$ cat src/rtl/pmc_pkg.sv
// -----------------------------------------------------------------------------
// pmc_pkg
//   Shared definitions for the pipelined magnitude comparator.
//   - cmp_res_e : one-hot compare result (GT=3'b100, EQ=3'b010, LT=3'b001),
//                 RES_NONE marks an empty pipeline slot.
//   - cmp_result: compares two operands of up to PMC_MAX_W bits, either as
//                 unsigned magnitudes or as two's-complement values whose sign
//                 bit sits at index msb.
// -----------------------------------------------------------------------------
package pmc_pkg;

  // Operands are zero-extended to this width before being handed to
  // cmp_result, so any WIDTH up to PMC_MAX_W is supported.
  localparam int PMC_MAX_W = 64;
  localparam int PMC_IDX_W = $clog2(PMC_MAX_W);

  typedef enum logic [2:0] {
    RES_NONE = 3'b000,
    RES_GT   = 3'b100,
    RES_EQ   = 3'b010,
    RES_LT   = 3'b001
  } cmp_res_e;

  // Two's-complement ordering equals unsigned ordering once the sign bit of
  // both operands is inverted: negatives move below all non-negatives while
  // the relative order within each half is preserved.
  function automatic cmp_res_e cmp_result(
    input logic [PMC_MAX_W-1:0] a,
    input logic [PMC_MAX_W-1:0] b,
    input logic                 signed_mode,
    input logic [PMC_IDX_W-1:0] msb
  );
    logic [PMC_MAX_W-1:0] ax;
    logic [PMC_MAX_W-1:0] bx;
    cmp_res_e             res;
    ax = a;
    bx = b;
    if (signed_mode) begin
      ax[msb] = ~ax[msb];
      bx[msb] = ~bx[msb];
    end
    if (ax > bx) begin
      res = RES_GT;
    end else if (ax == bx) begin
      res = RES_EQ;
    end else begin
      res = RES_LT;
    end
    return res;
  endfunction

endpackage

$ cat src/rtl/pipelined_magnitude_comparator_sat_counter.sv
// -----------------------------------------------------------------------------
// sat_counter
//   Up-counter that stops at MAX instead of wrapping. clr has priority over
//   inc; rst is synchronous and active high.
//
//   Ports:
//     clk   in   rising-edge clock
//     rst   in   synchronous active-high reset (count -> 0)
//     clr   in   synchronous clear (count -> 0), wins over inc
//     inc   in   increment request, ignored once count == MAX
//     count out  current count (registered)
// -----------------------------------------------------------------------------
module sat_counter #(
  parameter int           W   = 8,
  parameter logic [W-1:0] MAX = '1
) (
  input  logic         clk,
  input  logic         rst,
  input  logic         clr,
  input  logic         inc,
  output logic [W-1:0] count
);

  logic [W-1:0] count_q;
  logic [W-1:0] count_d;

  always_comb begin
    count_d = count_q;
    if (clr) begin
      count_d = '0;
    end else if (inc && (count_q != MAX)) begin
      count_d = count_q + W'(1);
    end
  end

  always_ff @(posedge clk) begin
    if (rst) begin
      count_q <= '0;
    end else begin
      count_q <= count_d;
    end
  end

  assign count = count_q;

endmodule

$ cat src/rtl/pipelined_magnitude_comparator.sv
// -----------------------------------------------------------------------------
// pipelined_magnitude_comparator
//   Two-stage registered comparator for WIDTH-bit operands, unsigned or
//   two's-complement per transaction, with saturating per-outcome counters
//   and an equal-streak detector.
//
//   Handshake (both sides): a transfer happens on a rising edge where
//   valid && ready. A producer holds valid and data stable until the transfer;
//   ready may depend combinationally on the consumer's ready (in_ready follows
//   out_ready through the advance chain) but never on in_valid.
//
//   Ports:
//     clk, rst            clock, synchronous active-high reset
//     in_valid/in_ready   operand handshake
//     A, B, signed_mode   operands and compare mode, captured together
//     clear               synchronous clear of counters and streak
//     out_valid/out_ready result handshake
//     A_greater/A_equal/A_less  one-hot result, all 0 while out_valid=0
//     gt_count/eq_count/lt_count saturating counts of accepted results
//     eq_streak           last STREAK accepted results were all equal
//
//   Parameters: WIDTH >= 2 (and <= 64), CNT_W >= 1, 1 <= STREAK < 2**CNT_W.
// -----------------------------------------------------------------------------
module pipelined_magnitude_comparator
  import pmc_pkg::*;
#(
  parameter int WIDTH  = 4,
  parameter int CNT_W  = 8,
  parameter int STREAK = 3
) (
  input  logic             clk,
  input  logic             rst,
  input  logic             in_valid,
  output logic             in_ready,
  input  logic [WIDTH-1:0] A,
  input  logic [WIDTH-1:0] B,
  input  logic             signed_mode,
  input  logic             clear,
  output logic             out_valid,
  input  logic             out_ready,
  output logic             A_greater,
  output logic             A_equal,
  output logic             A_less,
  output logic [CNT_W-1:0] gt_count,
  output logic [CNT_W-1:0] eq_count,
  output logic [CNT_W-1:0] lt_count,
  output logic             eq_streak
);

  // Stage 1: captured operands
  logic             s1_valid_q, s1_valid_d;
  logic [WIDTH-1:0] a_q, a_d;
  logic [WIDTH-1:0] b_q, b_d;
  logic             sm_q, sm_d;

  // Stage 2: compare result
  logic             s2_valid_q, s2_valid_d;
  logic [2:0]       res_q, res_d;

  logic             s2_adv;
  logic             s1_adv;
  logic             out_hs;
  logic [CNT_W-1:0] streak_cnt;

  // A stage may take new content when it is empty or its content moves on
  // in the same cycle; the chain gives full-throughput bubble-free flow.
  assign s2_adv = !s2_valid_q || out_ready;
  assign s1_adv = !s1_valid_q || s2_adv;
  assign out_hs = s2_valid_q && out_ready;

  always_comb begin
    s1_valid_d = s1_valid_q;
    a_d        = a_q;
    b_d        = b_q;
    sm_d       = sm_q;
    s2_valid_d = s2_valid_q;
    res_d      = res_q;

    if (s1_adv) begin
      s1_valid_d = in_valid;
      if (in_valid) begin
        a_d  = A;
        b_d  = B;
        sm_d = signed_mode;
      end
    end

    // An empty slot carries RES_NONE so the flags read 0 with out_valid=0
    // straight from the register, with no output gating.
    if (s2_adv) begin
      s2_valid_d = s1_valid_q;
      if (s1_valid_q) begin
        res_d = cmp_result(PMC_MAX_W'(a_q), PMC_MAX_W'(b_q), sm_q,
                           PMC_IDX_W'(WIDTH - 1));
      end else begin
        res_d = RES_NONE;
      end
    end
  end

  always_ff @(posedge clk) begin
    if (rst) begin
      s1_valid_q <= 1'b0;
      a_q        <= '0;
      b_q        <= '0;
      sm_q       <= 1'b0;
      s2_valid_q <= 1'b0;
      res_q      <= RES_NONE;
    end else begin
      s1_valid_q <= s1_valid_d;
      a_q        <= a_d;
      b_q        <= b_d;
      sm_q       <= sm_d;
      s2_valid_q <= s2_valid_d;
      res_q      <= res_d;
    end
  end

  assign in_ready  = s1_adv;
  assign out_valid = s2_valid_q;
  assign A_greater = res_q[2];
  assign A_equal   = res_q[1];
  assign A_less    = res_q[0];

  // Event counters: count only results actually taken downstream.
  sat_counter #(.W(CNT_W), .MAX({CNT_W{1'b1}})) u_gt_cnt (
    .clk  (clk),
    .rst  (rst),
    .clr  (clear),
    .inc  (out_hs && res_q[2]),
    .count(gt_count)
  );

  sat_counter #(.W(CNT_W), .MAX({CNT_W{1'b1}})) u_eq_cnt (
    .clk  (clk),
    .rst  (rst),
    .clr  (clear),
    .inc  (out_hs && res_q[1]),
    .count(eq_count)
  );

  sat_counter #(.W(CNT_W), .MAX({CNT_W{1'b1}})) u_lt_cnt (
    .clk  (clk),
    .rst  (rst),
    .clr  (clear),
    .inc  (out_hs && res_q[0]),
    .count(lt_count)
  );

  // Streak: a non-equal accepted result restarts the run; parking the count
  // at STREAK keeps eq_streak high for as long as equal results continue.
  sat_counter #(.W(CNT_W), .MAX(CNT_W'(STREAK))) u_streak_cnt (
    .clk  (clk),
    .rst  (rst),
    .clr  (clear || (out_hs && !res_q[1])),
    .inc  (out_hs && res_q[1]),
    .count(streak_cnt)
  );

  // streak_cnt is a register, so this decode adds no combinational path
  // from the inputs.
  assign eq_streak = (streak_cnt == CNT_W'(STREAK));

endmodule
$ cat config.mk
export PLATFORM = sky130hd
export DESIGN_NAME = pipelined_magnitude_comparator
export DESIGN_NICKNAME = d
export VERILOG_FILES = /design/src/rtl/pmc_pkg.sv /design/src/rtl/pipelined_magnitude_comparator_sat_counter.sv /design/src/rtl/pipelined_magnitude_comparator.sv
export SDC_FILE = /design/constraint.sdc
export NUM_CORES = 1
export LEC_CHECK = 0
export ABC_AREA = 1
export CAP_MARGIN = 15
export CORE_MARGIN = 1
export CORE_UTILIZATION = 50
export DETAILED_ROUTE_END_ITERATION = 7
export PLACE_DENSITY = 0.77
export SETUP_SLACK_MARGIN = 0.15
export SLEW_MARGIN = 0
export SYNTH_ARGS = -nofsm -noshare
export SYNTH_HDL_FRONTEND = slang
export SYNTH_SLANG_ARGS = --single-unit
$ cat constraint.sdc
create_clock -name clk -period 1.93 [get_ports clk]
set_clock_uncertainty 0.2 [all_clocks]
set_input_delay 0.386 -clock clk [delete_from_list [all_inputs] [get_ports clk]]
set_output_delay 0.386 -clock clk [all_outputs]
set_load 0.02 [all_outputs]
* Yosys cells after proc, flatten, opt, wreduce, memory -nomap -nowiden
Cells that the tools add are included.
Storage, ports and cells: bits in registers 46, latch bits 0, RAM bits 0, ROM bits 0, bits of input ports 14, output and inout port bits 30, logic and storage cells 50, memories 0
Cells by class: add/subtract/negate cells 4, multipliers 0, divide/modulo/power cells 0, $lt $le $gt $ge 1, eq/ne operators 6, shifts and indexed selects 0, muxes and demuxes 9, bitwise gates (word level) 2, reduce and logical (&&, ||, !) cells 18
Operators with widths (number):
- adder 8 x 1 -> 8 bit (second input constant) | 4
- != test 8 bit (second input constant) | 3
- logical AND 1 bit | 9
- equality test 8 x 2 -> 1 bit (second input constant) | 1
- != test 8 x 2 -> 1 bit (second input constant) | 1
- two-way mux 1 bit | 6
- two-way mux 3 bit | 2
- equality test 4 bit | 1
- > comparator 4 bit | 1
- OR reduction 2 bit | 2
- logical NOT 1 bit | 3
- logical OR 1 bit | 3
- two-way mux 2 bit | 1
- inverter 1 bit | 2
- AND reduction 2 bit | 1

* Logic depth before layout (Yosys ltp)
depth after elaboration 8, mapped depth 8

* By module
From an unflattened synthesis, not the netlist that was laid out.
Second synthesis, totals: cells, all modules 387, area, all modules 2553.7 sq um
By module, submodules not included:
- sat_counter at u_eq_cnt ... | times used 3, cells an instance 73, area an instance 460.4 sq um, seq. area each 160.2 sq um
- pipelined_magnitude_comparator | times used 1, cells an instance 95, area an instance 688.2 sq um, seq. area each 280.3 sq um
- sat_counter at u_streak_cnt | times used 1, cells an instance 73, area an instance 484.2 sq um, seq. area each 160.2 sq um

* Worst setup path before layout
No wires, ideal clock.
path kind register to output, start point register u_streak_cnt.count_q[0], in the netlist u_streak_cnt.count[0], end point output eq_streak, arrival time 1.129 ns, path slack 0.215 ns, cell stages (with the launch flop) 4, path through dfxtp_1 -> ha_1 -> nand3_1 -> nor2_1
Between the ends: longest elaborated chain between the ends 1
Ends and longest elaborated chain:
- from (decl) | RTL line pipelined_magnitude_comparator_sat_counter.sv:24 | logic [W-1:0] count_q;
- from (signal assigned) | RTL line pipelined_magnitude_comparator_sat_counter.sv:40 | count_q <= count_d;
- equality test 8 x 2 -> 1 bit | RTL line pipelined_magnitude_comparator.sv:162 | assign eq_streak = (streak_cnt == CNT_W'(STREAK));
- to (decl) | RTL line pipelined_magnitude_comparator.sv:47 | output logic eq_streak
No other way between the ends.

* Worst setup path after layout
Same ends and word-level chain as after synthesis.

==> impl_metrics.py <==
metrics = {
    "synthesis": {
        "yosysSeqAreaShare": 0.380,
        "postSynthCellCount": 367,
        "synth.distinct_cells": 25,
        "synth-main-ff-cell": "dfxtp_1",
        "syn_nets": 389,
        "ys_ff_latch": 46,
        "synth_edf_count": 0,
        "synth_area_per_cell_sq_um": 6.60,
        "yosys_warnings": 0,
        "async_flop_share": 0,
        "netlist_area_sq_mm": 0.00242,
    },
    "timing": {
        "hold_violations": 0,
        "slew_headroom": 0.787,
        "final.setup.worst_slack_ps": 167,
        "period_minus_slack_ps": 1760,
        "timing.setup.tns_ps": 0,
        "setup_viol": 0,
        "min_period_over_period": 0.913,
        "rsz0062_at_grt": "yes",
        "drv_slew": 0,
        "tightestPinTransition_ps": 319,
        "fmax_mhz": 567,
        "whs_ps": 281,
    },
    "clocking": {
        "cts_tree": "yes",
        "h-tree-depth": 2,
        "numCtsBuffers": 5,
        "cts.sinks": 46,
        "cts_root_buf": "clkbuf_8",
        "clkSlewWorstSetupHoldPaths_ps": 80,
        "post_cts_buffers": 0,
        "clockBufferDepth": 2,
        "clock_latency_ps": 310,
    },
    "worst_setup_path": {
        "cp.arrival_ps": 1180,
        "crit_type": "register to primary output",
        "reg2reg_setup_slack_ps": 300,
        "cp-start-kind": "register",
        "critPathRequiredTime_ps": 1340,
        "crit_fanout": 2,
        "cp-end-kind": "primary output",
    },
    "finish": {
        "final_cells": 485,
        "area_growth_pct": 29.0,
        "layout-drive-gt1-share": 0.129,
        "n_fill_cell": 409,
        "mostFrequentLayoutCell": "nand2_1",
        "fin_nets": 454,
        "final_cell_mix": "nand2_1, nor2_1, inv_1, dfxtp_1, dlygate4sd2_1",
        "antenna_cells": 0,
    },
    "placement": {
        "place_hpwl_microns": 3830,
        "placedCellCount": 477,
        "place.gp.congestion": 0.861,
        "numPortBuffers": 43,
        "post-place-ws_ps": -277,
    },
    "hold_path": {
        "hold_path_class": "register to register",
    },
    "global_routing": {
        "grt_usage": 0.218,
        "grt_pass1_wl_microns": 8940,
        "globalRouteOverflowTotal": 0,
        "antenna_found_initial": 0,
        "first_global_vias": 2187,
        "grt_max_degree": 15,
    },
    "route": {
        "drt-met1-wl_microns": 2370,
        "routed-wl-met3_microns": 221,
        "maxUsedRoutingLayer": "met4",
        "routedWlPerCell_microns": 10.6,
        "route.detailed.drc": 0,
        "dr_total_vias": 2365,
        "viasPerCell": 4.88,
        "firstDrtPassIters": 4,
        "met2_length_microns": 2480,
        "ant_nets": 0,
        "detail_route.iter0.violations": 122,
        "routed_wl_microns": 5160,
    },
    "floorplan": {
        "fp.dieH_microns": 71.6,
        "dieArea_sq_mm": 0.00513,
        "core_sq_mm": 0.00450,
        "die_width_microns": 71.6,
        "start_util": 0.538,
        "ios": 44,
        "rows": 24,
    },
    "flow_run": {
        "maxCapViolCount": 0,
    },
    "power": {
        "p_leak_nw": 1.41,
        "internal_power_w": 0.00133,
        "p_clk_frac": 0.352,
        "peakVddDrop_v": 0.000484,
        "switching_power_w": 0.000421,
        "seqPwrFrac": 0.558,
        "powerDensity_mw_per_mm2": 559,
        "swShare": 0.241,
        "p_comb_frac": 0.089,
    },
    "status": {
        "status": "finished clean",
    },
}
worst max-delay path: stages, from the launching register on:
cell and delay, ps:
dfxtp_2 340, ha_2 190, nand3_2 100, nor2_2 100
buf_4 150
state kept, by name, summed over array words and instances (netlist names):
signal              flops
res_q                   3
u_gt_cnt.count          8
b_q                     4
u_streak_cnt.count      8
a_q                     4
u_eq_cnt.count          8
u_lt_cnt.count          8
sm_q                    1
out_valid               1
s1_valid_q              1
layer usage:
| metal | global-route usage | vias up |
|---|---|---|
| met3 | 0.0591 | 8 |
| li1 | - | 1279 |
| met2 | 0.376 | 40 |
| met1 | 0.261 | 1038 |
| met4 | 0.0806 | 0 |
| met5 | 0 | - |
through the flow:
| step | area (sq um) | total power (W) | utilization |
|---|---|---|---|
| after floorplan | 2420 | 0.00109 | - |
| after global placement | 3040 | 0.00115 | 0.676 |
| after detailed placement | 3040 | 0.00116 | 0.676 |
| after CTS | 3100 | 0.00177 | 0.687 |
| after global routing | 3130 | 0.00182 | 0.694 |
| final | 3130 | 0.00175 | 0.694 |
final cells by class:
cell class	instances	area, sq um	share of cell area
multi-input combinational	265	1300	0.416
clock inverter	1	5.00	0.00160
sequential	46	927	0.297
clock buffer	7	86.3	0.0276
inverter	49	184	0.0588
tap	52	65.1	0.0208
timing repair buffer	65	558	0.178
kinds of logic after synthesis:
| group | share of synthesized area |
|---|---|
| and+or+nand+nor | 0.373 |
| buffers and inverters | 0.0924 |
| DFF | 0.380 |
| AOI/OAI and AO/OA | 0.0847 |
| xor gates and xnor gates | 0.0289 |
| adders and majority gates | 0.0413 |
power by group through the flow:
stage	sequential [W]	clock, W	combinational (W)
floorplan	0.00100	0	0.0000868
global placement	0.000998	0	0.000156
detailed placement	0.000998	0	0.000161
CTS	0.000976	0.000635	0.000158
global route	0.000979	0.000667	0.000176
finish	0.000976	0.000615	0.000156
final timing paths:
path | start | to | cells past startpoint
setup / recovery | u_streak_cnt.count[0] | eq_streak | 4
setup reg to reg | u_lt_cnt.count[0] | u_lt_cnt.count[7] | 8
hold reg to reg | a_q[1] | a_q[1] | 2
hold / removal | a_q[1] | a_q[1] | 2
synthesized netlist by cell type, types with 2 or more instances:
library cell  number  area (sq um)
nor2_4             5          56.3
buf_2              2          10.0
xor2_1             6          52.6
nand2_2            4          25.0
nand4_1            6          37.5
nand3b_1           2          15.0
inv_1             48           180
ha_1               8           100
nor2_1            59           221
a21oi_1           28           140
xnor2_1            2          17.5
a211oi_1           3          22.5
clkbuf_1           3          11.3
nor3_1             2          10.0
o21ai_0            4          20.0
nand3_1           26           130
dfxtp_1           46           921
nand2_1          106           398
timing repair:
action	CTS	global route
pin swaps	0	1
setup endpoints to repair	37	22
gates resized for setup	36	14
hold buffers	0	0
(Power assumes the default switching activity.)
